[src/rtl/cdec8_mem_arb.sv]
// Single-port RAM arbiter: CDEC8 CPU port (combinational, priority) vs. debug peek/poke port.
// Define CDEC8_ARB_FAIR_EN for the bounded-wait forced debug grant; otherwise strict CPU priority.
module cdec8_mem_arb #(
  parameter int unsigned MAX_WAIT = 4
) (
  input  logic       clock_i,
  input  logic       reset_i,
  input  logic [1:0] cpu_mmrw_i,
  input  logic [7:0] cpu_adrs_i,
  input  logic [7:0] cpu_wdata_i,
  output logic [7:0] cpu_rdata_o,
  output logic       cpu_stall_o,
  input  logic       dbg_req_i,
  input  logic       dbg_we_i,
  input  logic [7:0] dbg_adrs_i,
  input  logic [7:0] dbg_wdata_i,
  output logic       dbg_ack_o,
  output logic [7:0] dbg_rdata_o,
  output logic [7:0] ram_adrs_o,
  output logic [7:0] ram_wdata_o,
  output logic       ram_we_o,
  input  logic [7:0] ram_rdata_i
);

  typedef enum logic [0:0] {StIdle, StAck} state_e;

  state_e     state_q, state_d;
  logic [7:0] dbg_rdata_q, dbg_rdata_d;
  logic       cpu_act;
  logic       pend;
  logic       force_gnt;
  logic       gnt_dbg;

  assign cpu_act = (cpu_mmrw_i == 2'b10) || (cpu_mmrw_i == 2'b01);
  assign pend    = dbg_req_i && (state_q == StIdle);
  assign gnt_dbg = pend && (!cpu_act || force_gnt);

`ifdef CDEC8_ARB_FAIR_EN
  localparam logic [3:0] MaxWaitC = 4'(MAX_WAIT);

  logic [3:0] wait_cnt_q, wait_cnt_d;

  assign force_gnt = (wait_cnt_q == MaxWaitC);

  always_comb begin
    wait_cnt_d = wait_cnt_q;
    if (!pend || gnt_dbg) begin
      wait_cnt_d = 4'd0;
    end else if (wait_cnt_q != MaxWaitC) begin
      wait_cnt_d = wait_cnt_q + 4'd1;
    end
  end

  always_ff @(posedge clock_i or posedge reset_i) begin
    if (reset_i) begin
      wait_cnt_q <= 4'd0;
    end else begin
      wait_cnt_q <= wait_cnt_d;
    end
  end

  // A forced grant is the only way debug can own the RAM while the CPU is active.
  assign cpu_stall_o = gnt_dbg && cpu_act;
`else
  logic [3:0] unused_max_wait;

  assign unused_max_wait = 4'(MAX_WAIT);
  assign force_gnt       = 1'b0;
  assign cpu_stall_o     = 1'b0;
`endif

  always_comb begin
    ram_adrs_o  = cpu_adrs_i;
    ram_wdata_o = cpu_wdata_i;
    ram_we_o    = (cpu_mmrw_i == 2'b01);
    if (gnt_dbg) begin
      ram_adrs_o  = dbg_adrs_i;
      ram_wdata_o = dbg_wdata_i;
      ram_we_o    = dbg_we_i;
    end
    // Reset aborts any write in flight, including one in a debug grant cycle.
    if (reset_i) begin
      ram_we_o = 1'b0;
    end
  end

  always_comb begin
    state_d     = state_q;
    dbg_rdata_d = dbg_rdata_q;
    unique case (state_q)
      StIdle: begin
        if (gnt_dbg) begin
          state_d = StAck;
          if (!dbg_we_i) begin
            dbg_rdata_d = ram_rdata_i;
          end
        end
      end
      StAck:   state_d = StIdle;
      default: state_d = StIdle;
    endcase
  end

  always_ff @(posedge clock_i or posedge reset_i) begin
    if (reset_i) begin
      state_q     <= StIdle;
      dbg_rdata_q <= 8'h00;
    end else begin
      state_q     <= state_d;
      dbg_rdata_q <= dbg_rdata_d;
    end
  end

  assign dbg_ack_o   = (state_q == StAck);
  assign dbg_rdata_o = dbg_rdata_q;
  assign cpu_rdata_o = ram_rdata_i;

endmodule
[config.mk]
export PLATFORM = sky130hd
export DESIGN_NAME = cdec8_mem_arb
export DESIGN_NICKNAME = d
export VERILOG_FILES = /design/src/rtl/cdec8_mem_arb.sv
export SDC_FILE = /design/constraint.sdc
export NUM_CORES = 1
export LEC_CHECK = 0
export CORE_UTILIZATION = 30
export CTS_CLUSTER_DIAMETER = 120
export DETAILED_ROUTE_END_ITERATION = 12
export GPL_ROUTABILITY_DRIVEN = 0
export HOLD_SLACK_MARGIN = 0.02
export PLACE_DENSITY = 0.95
export SYNTH_ARGS = -nofsm -noshare
export SYNTH_HDL_FRONTEND = slang
export SYNTH_SLANG_ARGS = --single-unit
[constraint.sdc]
create_clock -name clock_i -period 2.7 [get_ports clock_i]
set_input_delay 0.54 -clock clock_i [delete_from_list [all_inputs] [get_ports clock_i]]
set_output_delay 0.54 -clock clock_i [all_outputs]
set_load 0.01 [all_outputs]
# [Word-level counts from Yosys, hierarchy flattened]
# Index checks and enable logic that the tools add are counted.
[word_totals] output_inout_bits=35 romBits=0 memories=0 latch_bits=0 ram_bits=0 register_bits=9 input_bits=46 wordCells=17
[classes] mux=6 reduce_logical=5 n_addsub=0 n_mul=0 div=0 order_cmp=0 eq_ne=2 bitwise_logic=2 shifts=0
[ops] operator="$mux 8" n=2
[ops] operator="$mux 1" n=3
[ops] operator="$reduce_and 3->1" n=1
[ops] operator="$eq 2x1->1 const B" n=1
[ops] operator="$eq 2x2->1 const B" n=1
[ops] operator="$logic_and 1x1->1" n=2
[ops] operator="$not 1->1" n=2
[ops] operator="$pmux 1 s2" n=1
[ops] operator="$logic_not 1->1" n=1
[ops] operator="$logic_or 1x1->1" n=1

# [Logic depth before layout (Yosys ltp)]
[depth] depth_word=6 ltp_mapped=6 depth_no_buf=5

# [Worst setup path before layout]
# OpenSTA, ideal clock, no wires.
[synth_timing] path_kind="input -> output" start="in cpu_mmrw_i[1]" end="out ram_we_o" cell_stages=6 n_path_buf=1 setup_slack_ns=0.637 t_arrival_ns=1.523 t_required_ns=2.160 cell_sequence="inv_1 > ha_1 > nand3b_4 > buf_6 > inv_1 > mux2i_1"
[synth_between] elab_chain_len=6 word_cells_on_any_way=7 cone_classes="2 x eq/ne; 2 x mux; 3 x reduce/logical"
[synth_lines] item="from (decl)" line_no="8" rtl="input logic [1:0] cpu_mmrw_i,"
[synth_lines] item="$eq 2x2->1 / $eq 2x1->1 (equally long branches)" line_no="34, 75"
[synth_lines] item="$logic_or 1x1->1" line_no="34" rtl="assign cpu_act = (cpu_mmrw_i == 2'b10) || (cpu_mmrw_i == 2'b01);"
[synth_lines] item="$logic_not 1->1" line_no="36" rtl="assign gnt_dbg = pend && (!cpu_act || force_gnt);"
[synth_lines] item="$logic_and 1x1->1" line_no="36"
[synth_lines] item="$mux 1 (*)" line_no="76" rtl="if (gnt_dbg) begin"
[synth_lines] item="$mux 1 (*)" line_no="82" rtl="if (reset_i) begin"
[synth_lines] item="to (decl)" line_no="21" rtl="output logic ram_we_o,"
# Mark *: on every way between the ends. The rest lies on a longest branch, timed or not.

# [Worst setup path after layout]
# Ends and elaborated chain as after synthesis.

==> impl_metrics.json <==
{
  "io_pins": 81,
  "period_needed_ps": 2618,
  "core-area_sq_um": 2255,
  "track_usage_pct": 19.16,
  "die-area_sq_um": 2641,
  "clk_path_buf_depth": 2,
  "grt_pass1_vias": 871,
  "critPathRequiredTime_ps": 2160,
  "drt_first_iter_violations": 2,
  "worstPathMaxFanout": 3,
  "drive_above_1_share_pct": 37.21,
  "hp-class": "reg -> reg",
  "cp-end-kind": "primary output",
  "drc_errors": 0,
  "clkSinkCount": 9,
  "avgSynthCellArea_sq_um": 13.55,
  "rsz0062_at_grt": "false",
  "fp.dieW_um": 51.40,
  "yosys.cell_types.count": 12,
  "num_rows": 17,
  "numCtsBuffers": 3,
  "cts_tree": "yes",
  "clkLatencyLatePin_ps": 250,
  "fin_ws_ps": 81.74,
  "worst_setup_path_start_kind": "primary input",
  "regToRegStartpoint": "dbg_ack_o",
  "path_clk_slew_ps": 60,
  "max_freq_ghz": 0.3819,
  "syn2layout_area_growth_pct": 102.2,
  "drtAntennaViolNets": 0,
  "reg2regPathDepth": 3,
  "grt.overflow.total": 0,
  "syn_inst": 54,
  "crit_type": "in -> out",
  "min_from": "dbg_rdata_o[5]",
  "syn_area_sq_um": 732.0,
  "cellPowerDensity_nw_per_um2": 423.8,
  "synth_nets": 101,
  "io_buffer_count": 79,
  "fin_worst_skew_ps": 2.594,
  "grt_pass1_wl_um": 3643,
  "h-tree-depth": 1,
  "wire_per_inst_um": 15.15,
  "ys_seq_area_share_pct": 30.77,
  "cpMaxStageDelayCell": "clkdlybuf4s50_1",
  "tns_ps": 0,
  "fin_hold_ws_ps": 509.2,
  "period_share_pct": 96.97,
  "synth_area_leaders": "mux2_4, dfrtp_1, mux2_2",
  "dr.pass1.iters": 3,
  "setup_violations": 0,
  "grt_max_degree": 10,
  "via_per_inst": 4.541,
  "clock-root-buffer": "clkbuf_4",
  "p_leak_nw": 0.6922,
  "critPathMaxStageDelay_ps": 460,
  "outcome": "finished, final reports clean",
  "cp_common_cell": "inv_1",
  "vias": 713,
  "whs_path_depth": 1,
  "yosysTopAreaCell": "mux2_4",
  "die_h_um": 51.40,
  "maxCapViolCount": 0,
  "place_hpwl_um": 2033,
  "hold_end": "dbg_rdata_o[5]",
  "hold_viol_final": 0,
  "dp.cells": 151,
  "drv_slew": 0,
  "preCtsSetupSlack_ps": -385.7,
  "arrival_ps": 2080,
  "crit_chain": "clkdlybuf4s50_1 -> inv_1 -> ha_4 -> nand3b_4 -> inv_1 -> mux2i_1 -> dlygate4sd2_1",
  "antenna_found_initial": 0,
  "total_power_mw": 0.6274,
  "start_util_pct": 32.46,
  "worstReg2RegEnd": "dbg_rdata_o[1]",
  "synth-seq-cells": 9,
  "rrSetupSlack_ps": 1410,
  "yosysTopAreaCellShare_pct": 34.87,
  "finalNetCount": 177,
  "yosysWarningCount": 0,
  "n_antenna_cell": 0,
  "ir_drop_mv": 0.2915,
  "layout.cells.non_filler": 157,
  "totalWireLength_um": 2379
}
[layer usage]
| layer | vias up | routed length (um) | global-route usage, % |
|---|---|---|---|
| met5 | - | 0 | 0 |
| met4 | 0 | 65 | 7.207 |
| met3 | 8 | 170 | 5.952 |
| met2 | 47 | 1440 | 39.83 |
| met1 | 328 | 702 | 16.19 |
| li1 | 330 | - | - |
[cells in the mapped netlist]
library cell,count
mux2_4,17
buf_4,9
dfrtp_1,9
mux2_2,7
inv_1,3
buf_6,2
nand2b_1,2
and4bb_1,1
conb_1,1
ha_1,1
mux2i_1,1
nand3b_4,1
[cell usage in the layout, fill, tap and decap left out]
master and count:
and4bb_1 1, buf_12 1, buf_16 1, buf_2 7, buf_4 1, clkbuf_1 1
clkbuf_2 9, clkbuf_4 3, clkdlybuf4s50_1 62, conb_1 1, dfrtp_1 9, dlygate4sd2_1 1
ha_4 1, inv_1 3, mux2_2 7, mux2_4 17, mux2i_1 1, nand2b_1 2
nand3b_4 1
[cell type report]
class / count / area, sq um
Multi-Input combinational cell: 31 / 417.9
Clock buffer: 4 / 26.28
Sequential cell: 9 / 225.2
Fill cell: 176 / 774.5
Inverter: 3 / 11.26
Tap cell: 28 / 35.03
Timing Repair Buffer: 82 / 764.5
[where the power goes]
group	total (mW)	leakage, nW	switching [mW]	internal [mW]
sequential	0.188	0.108	0.0188	0.170
clock	0.0978	0.0150	0.0412	0.0566
combinational	0.341	0.569	0.109	0.232
[worst max-delay path by stage]
| stage | from | end | slack [ps] | cells after the start |
|---|---|---|---|---|
| 2_1_floorplan | cpu_mmrw_i[1] | ram_we_o | 640 | 6 |
| 3_3_place_gp | cpu_mmrw_i[1] | ram_we_o | -340 | 7 |
| 3_5_place_dp | cpu_mmrw_i[1] | ram_we_o | -390 | 7 |
| 4_1_cts | cpu_mmrw_i[1] | ram_adrs_o[4] | 0.4 | 7 |
| 5_1_grt | cpu_mmrw_i[1] | ram_we_o | 40 | 7 |
| 6_report | cpu_mmrw_i[1] | ram_we_o | 80 | 7 |
[critical path: cells and delay by family]
family / cells / cell delay [ps]
buf+inv: 4 / 940
simple gates: 1 / 120
fa+ha+maj: 1 / 270
mux: 1 / 200
[sequential cells by signal, indices dropped and copies added, names as in the netlist]
name and count:
dbg_rdata_o 8, dbg_ack_o 1
[cell families (layout without fill, tap and decap cells)]
kind of cell,Yosys count,after routing,synth area share [%]
adder cells (fa/ha/maj),1,1,1.709
buffers and inverters,14,89,13.85
other,1,1,0.5123
flip-flops,9,9,30.77
multiplexers,25,25,47.01
AND/OR/NAND/NOR,4,4,6.153
[through the flow]
stage               instance area [sq um]  util (%)
global placement                     1475     65.43
detailed placement                   1475     65.43
CTS                                  1563     69.31
finish                               1480     65.65
global route                         1480     65.65
floorplan                           732.0         -
[timing repair]
action                                  in CTS  in global routing
cloned                                       1                  0
endpoints found under the setup margin      17                 15
resized for setup                           43                 15
hold buffers                                 0                  0
buffers inserted                             1                  0
No activity file was read; power rests on OpenSTA's default activity.
